==> src/rtl/cube_pkg.sv <==
// Shared constants, controller state type and the 32-bit vertex entry layout
// used by the cube overlay and its producers.
package cube_pkg;

   localparam int unsigned CORD_SIZE = 11;
   localparam int unsigned MAX_X     = 1226;
   localparam int unsigned MAX_Y     = 370;

   typedef enum logic {
      COLLECT = 1'b0,
      PENDING = 1'b1
   } cube_ctrl_state_t;

   // Entry layout: x in [CORD_SIZE-1:0], y in [16+CORD_SIZE-1:16], rest zero.
   function automatic logic [31:0] pack_pt(input logic [CORD_SIZE-1:0] x,
                                           input logic [CORD_SIZE-1:0] y);
      logic [31:0] e;
      e                 = '0;
      e[CORD_SIZE-1:0]  = x;
      e[16 +: CORD_SIZE] = y;
      return e;
   endfunction

endpackage

==> src/rtl/cube_pts_ctrl_if.sv <==
// Vertex beat valid/ready channel from the pose/projection pipeline.
interface cube_pts_ctrl_if import cube_pkg::*; ();

   logic                 pt_valid;
   logic                 pt_ready;
   logic [2:0]           pt_idx;
   logic [CORD_SIZE-1:0] pt_x;
   logic [CORD_SIZE-1:0] pt_y;
   logic                 pt_last;

   modport master (
      output pt_valid, pt_idx, pt_x, pt_y, pt_last,
      input  pt_ready
   );

   modport slave (
      input  pt_valid, pt_idx, pt_x, pt_y, pt_last,
      output pt_ready
   );

endinterface

==> src/rtl/sync_edge_detect.sv <==
// One-cycle register of a level plus rising-edge detect; the reset value sets
// whether a level already high at reset release counts as an edge.
module sync_edge_detect #(
   parameter logic RST_VAL = 1'b0
) (
   input  logic clk,
   input  logic rst,
   input  logic din,
   output logic rise
);

   logic din_q;

   always_ff @(posedge clk) begin
      if (rst) din_q <= RST_VAL;
      else     din_q <= din;
   end

   assign rise = din & ~din_q;

endmodule

==> src/rtl/cube_pts_ctrl.sv <==
// Collects 8 projected vertices into a shadow table and commits the complete
// set to the overlay only at a frame start; blanks the overlay when updates stop.
module cube_pts_ctrl import cube_pkg::*; #(
   parameter int unsigned STALE_FRAMES = 30
) (
   input  logic             clk,
   input  logic             rst,
   cube_pts_ctrl_if.slave   pt,
   input  logic             vsync_in,
   output logic [7:0][31:0] cube_pts,
   output logic             overlay_en,
   output logic             commit_pulse,
   output logic [15:0]      drop_cnt
);

   localparam int unsigned          SW        = $clog2(STALE_FRAMES + 1);
   localparam logic [SW-1:0]        STALE_MAX = SW'(STALE_FRAMES);
   localparam logic [CORD_SIZE-1:0] X_LIM     = CORD_SIZE'(MAX_X - 1);
   localparam logic [CORD_SIZE-1:0] Y_LIM     = CORD_SIZE'(MAX_Y - 1);

   cube_ctrl_state_t            state_q, state_d;
   logic [7:0]                  mask_q, mask_d;
   logic [7:0][CORD_SIZE-1:0]   shadow_x_q, shadow_x_d, shadow_y_q, shadow_y_d;
   logic [7:0][CORD_SIZE-1:0]   active_x_q, active_x_d, active_y_q, active_y_d;
   logic [SW-1:0]               stale_q, stale_d;
   logic                        overlay_q, overlay_d;
   logic                        commit_q, commit_d;
   logic [15:0]                 drop_q, drop_d;

   logic                        frame_start;
   logic                        accept;
   logic [7:0]                  idx_bit;
   logic [CORD_SIZE-1:0]        x_clamp, y_clamp;

   // Reset value 1: a vsync already high at reset release is not a frame start.
   sync_edge_detect #(
      .RST_VAL (1'b1)
   ) u_vs_edge (
      .clk  (clk),
      .rst  (rst),
      .din  (vsync_in),
      .rise (frame_start)
   );

   assign pt.pt_ready = (state_q == COLLECT) && !rst;
   assign accept      = pt.pt_valid && pt.pt_ready;
   assign idx_bit     = 8'(1) << pt.pt_idx;
   assign x_clamp     = (pt.pt_x > X_LIM) ? X_LIM : pt.pt_x;
   assign y_clamp     = (pt.pt_y > Y_LIM) ? Y_LIM : pt.pt_y;

   always_comb begin
      state_d    = state_q;
      mask_d     = mask_q;
      shadow_x_d = shadow_x_q;
      shadow_y_d = shadow_y_q;
      active_x_d = active_x_q;
      active_y_d = active_y_q;
      stale_d    = stale_q;
      overlay_d  = overlay_q;
      commit_d   = 1'b0;
      drop_d     = drop_q;
      case (state_q)
         COLLECT: begin
            if (accept) begin
               shadow_x_d[pt.pt_idx] = x_clamp;
               shadow_y_d[pt.pt_idx] = y_clamp;
               mask_d                = mask_q | idx_bit;
               if (pt.pt_last) begin
                  if ((mask_q | idx_bit) == 8'hFF) begin
                     state_d = PENDING;
                  end else begin
                     mask_d = '0;
                     if (drop_q != 16'hFFFF) drop_d = drop_q + 16'd1;
                  end
               end
            end
            // A frame start in COLLECT counts as stale even if this beat completes the set.
            if (frame_start && (stale_q != STALE_MAX)) begin
               stale_d = stale_q + SW'(1);
               if (stale_d == STALE_MAX) overlay_d = 1'b0;
            end
         end
         PENDING: begin
            if (frame_start) begin
               active_x_d = shadow_x_q;
               active_y_d = shadow_y_q;
               commit_d   = 1'b1;
               overlay_d  = 1'b1;
               stale_d    = '0;
               mask_d     = '0;
               state_d    = COLLECT;
            end
         end
         default: state_d = COLLECT;
      endcase
   end

   always_ff @(posedge clk) begin
      if (rst) begin
         state_q    <= COLLECT;
         mask_q     <= '0;
         shadow_x_q <= '0;
         shadow_y_q <= '0;
         active_x_q <= '0;
         active_y_q <= '0;
         stale_q    <= '0;
         overlay_q  <= 1'b0;
         commit_q   <= 1'b0;
         drop_q     <= '0;
      end else begin
         state_q    <= state_d;
         mask_q     <= mask_d;
         shadow_x_q <= shadow_x_d;
         shadow_y_q <= shadow_y_d;
         active_x_q <= active_x_d;
         active_y_q <= active_y_d;
         stale_q    <= stale_d;
         overlay_q  <= overlay_d;
         commit_q   <= commit_d;
         drop_q     <= drop_d;
      end
   end

   always_comb begin
      for (int i = 0; i < 8; i++) cube_pts[i] = pack_pt(active_x_q[i], active_y_q[i]);
   end

   assign overlay_en   = overlay_q;
   assign commit_pulse = commit_q;
   assign drop_cnt     = drop_q;

endmodule

==> src/flat_wrapper.sv <==
// flat-port wrapper written by rule: the top's interface ports become plain ports
module cube_pts_ctrl_flat import cube_pkg::*;
#(
   parameter int unsigned STALE_FRAMES = 30
)
  (clk, rst, vsync_in, cube_pts, overlay_en, commit_pulse, drop_cnt, pt_pt_valid, pt_pt_idx, pt_pt_x, pt_pt_y, pt_pt_last, pt_pt_ready);
  cube_pts_ctrl_if pt_i ();
  input  logic clk;
  input  logic rst;
  input  logic vsync_in;
  output logic [7:0][31:0] cube_pts;
  output logic overlay_en;
  output logic commit_pulse;
  output logic [15:0] drop_cnt;
  input wire logic [$bits(pt_i.pt_valid)-1:0] pt_pt_valid;
  input wire logic [$bits(pt_i.pt_idx)-1:0] pt_pt_idx;
  input wire logic [$bits(pt_i.pt_x)-1:0] pt_pt_x;
  input wire logic [$bits(pt_i.pt_y)-1:0] pt_pt_y;
  input wire logic [$bits(pt_i.pt_last)-1:0] pt_pt_last;
  output wire logic [$bits(pt_i.pt_ready)-1:0] pt_pt_ready;
  assign pt_i.pt_valid = pt_pt_valid;
  assign pt_i.pt_idx = pt_pt_idx;
  assign pt_i.pt_x = pt_pt_x;
  assign pt_i.pt_y = pt_pt_y;
  assign pt_i.pt_last = pt_pt_last;
  assign pt_pt_ready = pt_i.pt_ready;
  cube_pts_ctrl #(.STALE_FRAMES(STALE_FRAMES)) u_core (.clk(clk), .rst(rst), .pt(pt_i), .vsync_in(vsync_in), .cube_pts(cube_pts), .overlay_en(overlay_en), .commit_pulse(commit_pulse), .drop_cnt(drop_cnt));
endmodule
==> config.mk <==
export PLATFORM = sky130hd
export DESIGN_NAME = cube_pts_ctrl_flat
export DESIGN_NICKNAME = d
export VERILOG_FILES = /design/src/rtl/cube_pkg.sv /design/src/rtl/cube_pts_ctrl_if.sv /design/src/rtl/sync_edge_detect.sv /design/src/rtl/cube_pts_ctrl.sv /design/src/flat_wrapper.sv
export SDC_FILE = /design/constraint.sdc
export NUM_CORES = 1
export LEC_CHECK = 0
export BUFFER_PORTS_ARGS = -buffer_cell sky130_fd_sc_hd__buf_2
export CAP_MARGIN = 20
export CORE_AREA = 2 2 192 137
export CTS_CLUSTER_DIAMETER = 120
export DETAILED_ROUTE_END_ITERATION = 6
export DIE_AREA = 0 0 194 139
export PLACE_DENSITY = 0.83
export SLEW_MARGIN = 20
export SYNTH_ARGS = -nofsm -noshare
export SYNTH_HDL_FRONTEND = slang
export SYNTH_SLANG_ARGS = --single-unit
==> constraint.sdc <==
create_clock -name clk -period 3.2 [get_ports clk]
set_clock_uncertainty 0.15 [all_clocks]
set_input_delay 0.16 -clock clk [delete_from_list [all_inputs] [get_ports clk]]
set_output_delay 0.16 -clock clk [all_outputs]
set_load 0.1 [all_outputs]
==> impl_metrics.ini <==
[outcome]
status = completed

[hold_path]
worstHoldPathType = input pin to register

[worst_setup_path]
endpoint_kind = register
cp-start-kind = register
crit_chain = nor2_1 > nand2_1 > nor2_1 > nand3_1 > and3_1
critPathSlowestCell = nand3_1
cpPeakStageDelay_ps = 540
crit_buf_inv = 0
path_common_cell = nor2_1
required_ps = 3460
crit_type = register to register
rrSetupSlack_ps = 710
worst-path-max-fanout = 13
critPathTopFamily = simple AND/OR/NAND/NOR gates
worstPathArrival_ps = 2750

[floorplanning]
dieArea_um2 = 26970
core_um2 = 25260
initial_core_util_pct = 57.01
row_count = 49
die_x_um = 194
die_h_um = 139
pin_count = 305

[synth]
synth_edf_count = 0
ys_warn_count = 0
synth_cells = 1775
seq_area_frac_synth_pct = 53.52
synth.distinct_cells = 51
synthArstFlopShare_pct = 0
ys_ff_latch = 385
synth_area_um2 = 14400
synth_ff_type = dfxtp_1
syn_avg_cell_area_um2 = 8.113

[placed_design]
dp_slack_ps = 846.3
hpwlAfterDp_um = 25530
port-buffer-count = 224
gp_congestion = 0.8821

[timing]
relSlewSlack_pct = 23.76
finalSetupViolCount = 0
fmax_ghz = 0.4017
finalMaxSlewViolations = 0
period_share_pct = 77.79
tightest_slew_ps = 1144
setup_tns_ps = 0
rsz0062_at_grt = false
hold_viol = 0
fin_crit_ps = 2489
finalWorstSetupSlack_ps = 710.6

[route]
post_drt_wl_per_cell_um = 17.37
wl_um = 39920
drt-pass1-iter-count = 6
viasPerCell = 5.553
via_count = 12767
drt_iter0_drc = 1242
ant_nets = 0
drc = 0

[clocking]
clk_path_buf_depth = 3
cts-resized-gates = 0
insertion_delay_ps = 520
clockRootBuffer = clkbuf_16
path_clk_slew_ps = 70
numCtsBuffers = 36
htree_levels = 2
cts_tree = yes
clock-sinks = 385

[cells_and_area]
antenna_cells = 0
final_common_cell = nand2_1
layout.nets = 1976
area_delta_synth_final_pct = 16.14
drive_above_1_share_pct = 16.87
mostFrequentLayoutCells = nand2_1, dfxtp_1, a21oi_1

[global_routing]
grt.total_usage_pct = 28.40
grt_first_pass_wirelength_um = 62200
grt_overflow_total = 0
antenna_found_initial = 0
grt_max_degree = 248
first_global_vias = 11716

[power_and_ir_drop]
powerDensity_nw_per_um2 = 605.3
vdd_drop_max_mv = 0.3860
p_leak_nw = 6.429

[run]
drv_cap = 0
## Yosys cell counts (5+ instances only)
master	instances	area (µm²)
a211oi_1	71	533.0
o21ai_0	17	85.08
nor2b_1	10	62.56
nand3_1	13	65.06
buf_6	5	56.30
and2_1	9	56.30
buf_2	24	120.1
nand4_1	7	43.79
dfxtp_1	385	7707
or4_1	8	60.06
o41ai_1	5	43.79
clkbuf_1	101	379.1
and3_1	19	118.9
nor2_1	101	379.1
buf_4	80	600.6
nor3_1	6	30.03
o21ai_1	5	25.02
nand2_1	550	2064
inv_1	8	30.03
o31ai_1	7	52.55
a21oi_1	291	1456
## per-stage QoR
step / cell area (µm²) / hold WS, ps / std cells / power [mW] / utilization [%]
6_report: 16730 / 57.26 / 2299 / 10.12 / 66.22
3_3_place_gp: 15400 / 226.0 / 2228 / 5.688 / 60.98
4_1_cts: 16730 / 39.01 / 2299 / 10.16 / 66.22
2_1_floorplan: 14700 / 116.6 / 1854 / 5.654 / -
5_1_grt: 16730 / 66.51 / 2299 / 10.38 / 66.22
3_5_place_dp: 15400 / 235.9 / 2228 / 5.698 / 60.99
## worst register-to-register path: stages, from the launching register on
cell and delay, ps:
dfxtp_1 450, nor2_1 270, nand2_1 270, nor2_1 280, nand3_1 550, and3_1 430
## final cells by class
| cell class | count | area (µm²) |
|---|---|---|
| sequential | 385 | 7707 |
| clock buffer | 53 | 1057 |
| clock inverter | 11 | 193.9 |
| tap | 331 | 414.1 |
| fill | 2077 | 8533 |
| timing repair buffer | 264 | 1486 |
| multi-input combinational | 1247 | 5837 |
| inverter | 8 | 30.03 |
## state kept, by name (all words and copies together), names as in the netlist
signal and flops:
u_core.shadow_y_q 88, u_core.cube_pts 176, u_core.mask_q 8, u_core.u_vs_edge.din_q 1, u_core.shadow_x_q 88, u_core.stale_q 5
u_core.commit_pulse 1, u_core.overlay_en 1, u_core.state_q 1, u_core.drop_cnt 16
## kinds of logic after synthesis
kind of cell | count (synthesis) | synth area share, %
compound gates | 413 | 16.21
flops | 385 | 53.52
xor+xnor | 3 | 0.1825
simple gates | 745 | 21.19
fa+ha+maj | 4 | 0.3475
mux | 2 | 0.1824
other cells | 1 | 0.02604
buf+inv | 222 | 8.341
## report_power, final
part / leakage, nW / total [mW] / switching [mW] / internal (mW)
registers: 3.10 / 4.85 / 0.0265 / 4.83
clock network: 0.609 / 4.51 / 1.81 / 2.70
logic: 2.72 / 0.756 / 0.665 / 0.0913
total: 6.43 / 10.1 / 2.50 / 7.62
## repair_timing
item                                   CTS  global route
endpoints found under the hold margin   29             0
hold buffers                             7             0
setup buffers                            0             0
## final timing paths
| check | depth (start not counted) | startpoint | end |
|---|---|---|---|
| worst max register to register | 5 | u_core.state_q$_SDFF_PP0_ | u_core.shadow_y_q[76]$_SDFFE_PP0P_ |
| worst min register to register | 2 | u_core.cube_pts[169]$_SDFFE_PP0P_ | u_core.cube_pts[169]$_SDFFE_PP0P_ |
| worst max-delay path | 5 | u_core.state_q$_SDFF_PP0_ | u_core.shadow_y_q[76]$_SDFFE_PP0P_ |
| worst min-delay path | 4 | pt_pt_x[8] | u_core.shadow_x_q[41]$_SDFFE_PP0P_ |
## metal layers
layer	share of wire (%)	GRT usage, %	wire, µm	vias up
met3	9.1	6.007	3633	74
met5	0	0	0	-
met4	2.0	7.217	812	0
li1	-	-	-	6043
met1	43	39.57	17350	6060
met2	45	45.16	18130	590
Note: power is estimated with default switching activity, not from simulation.
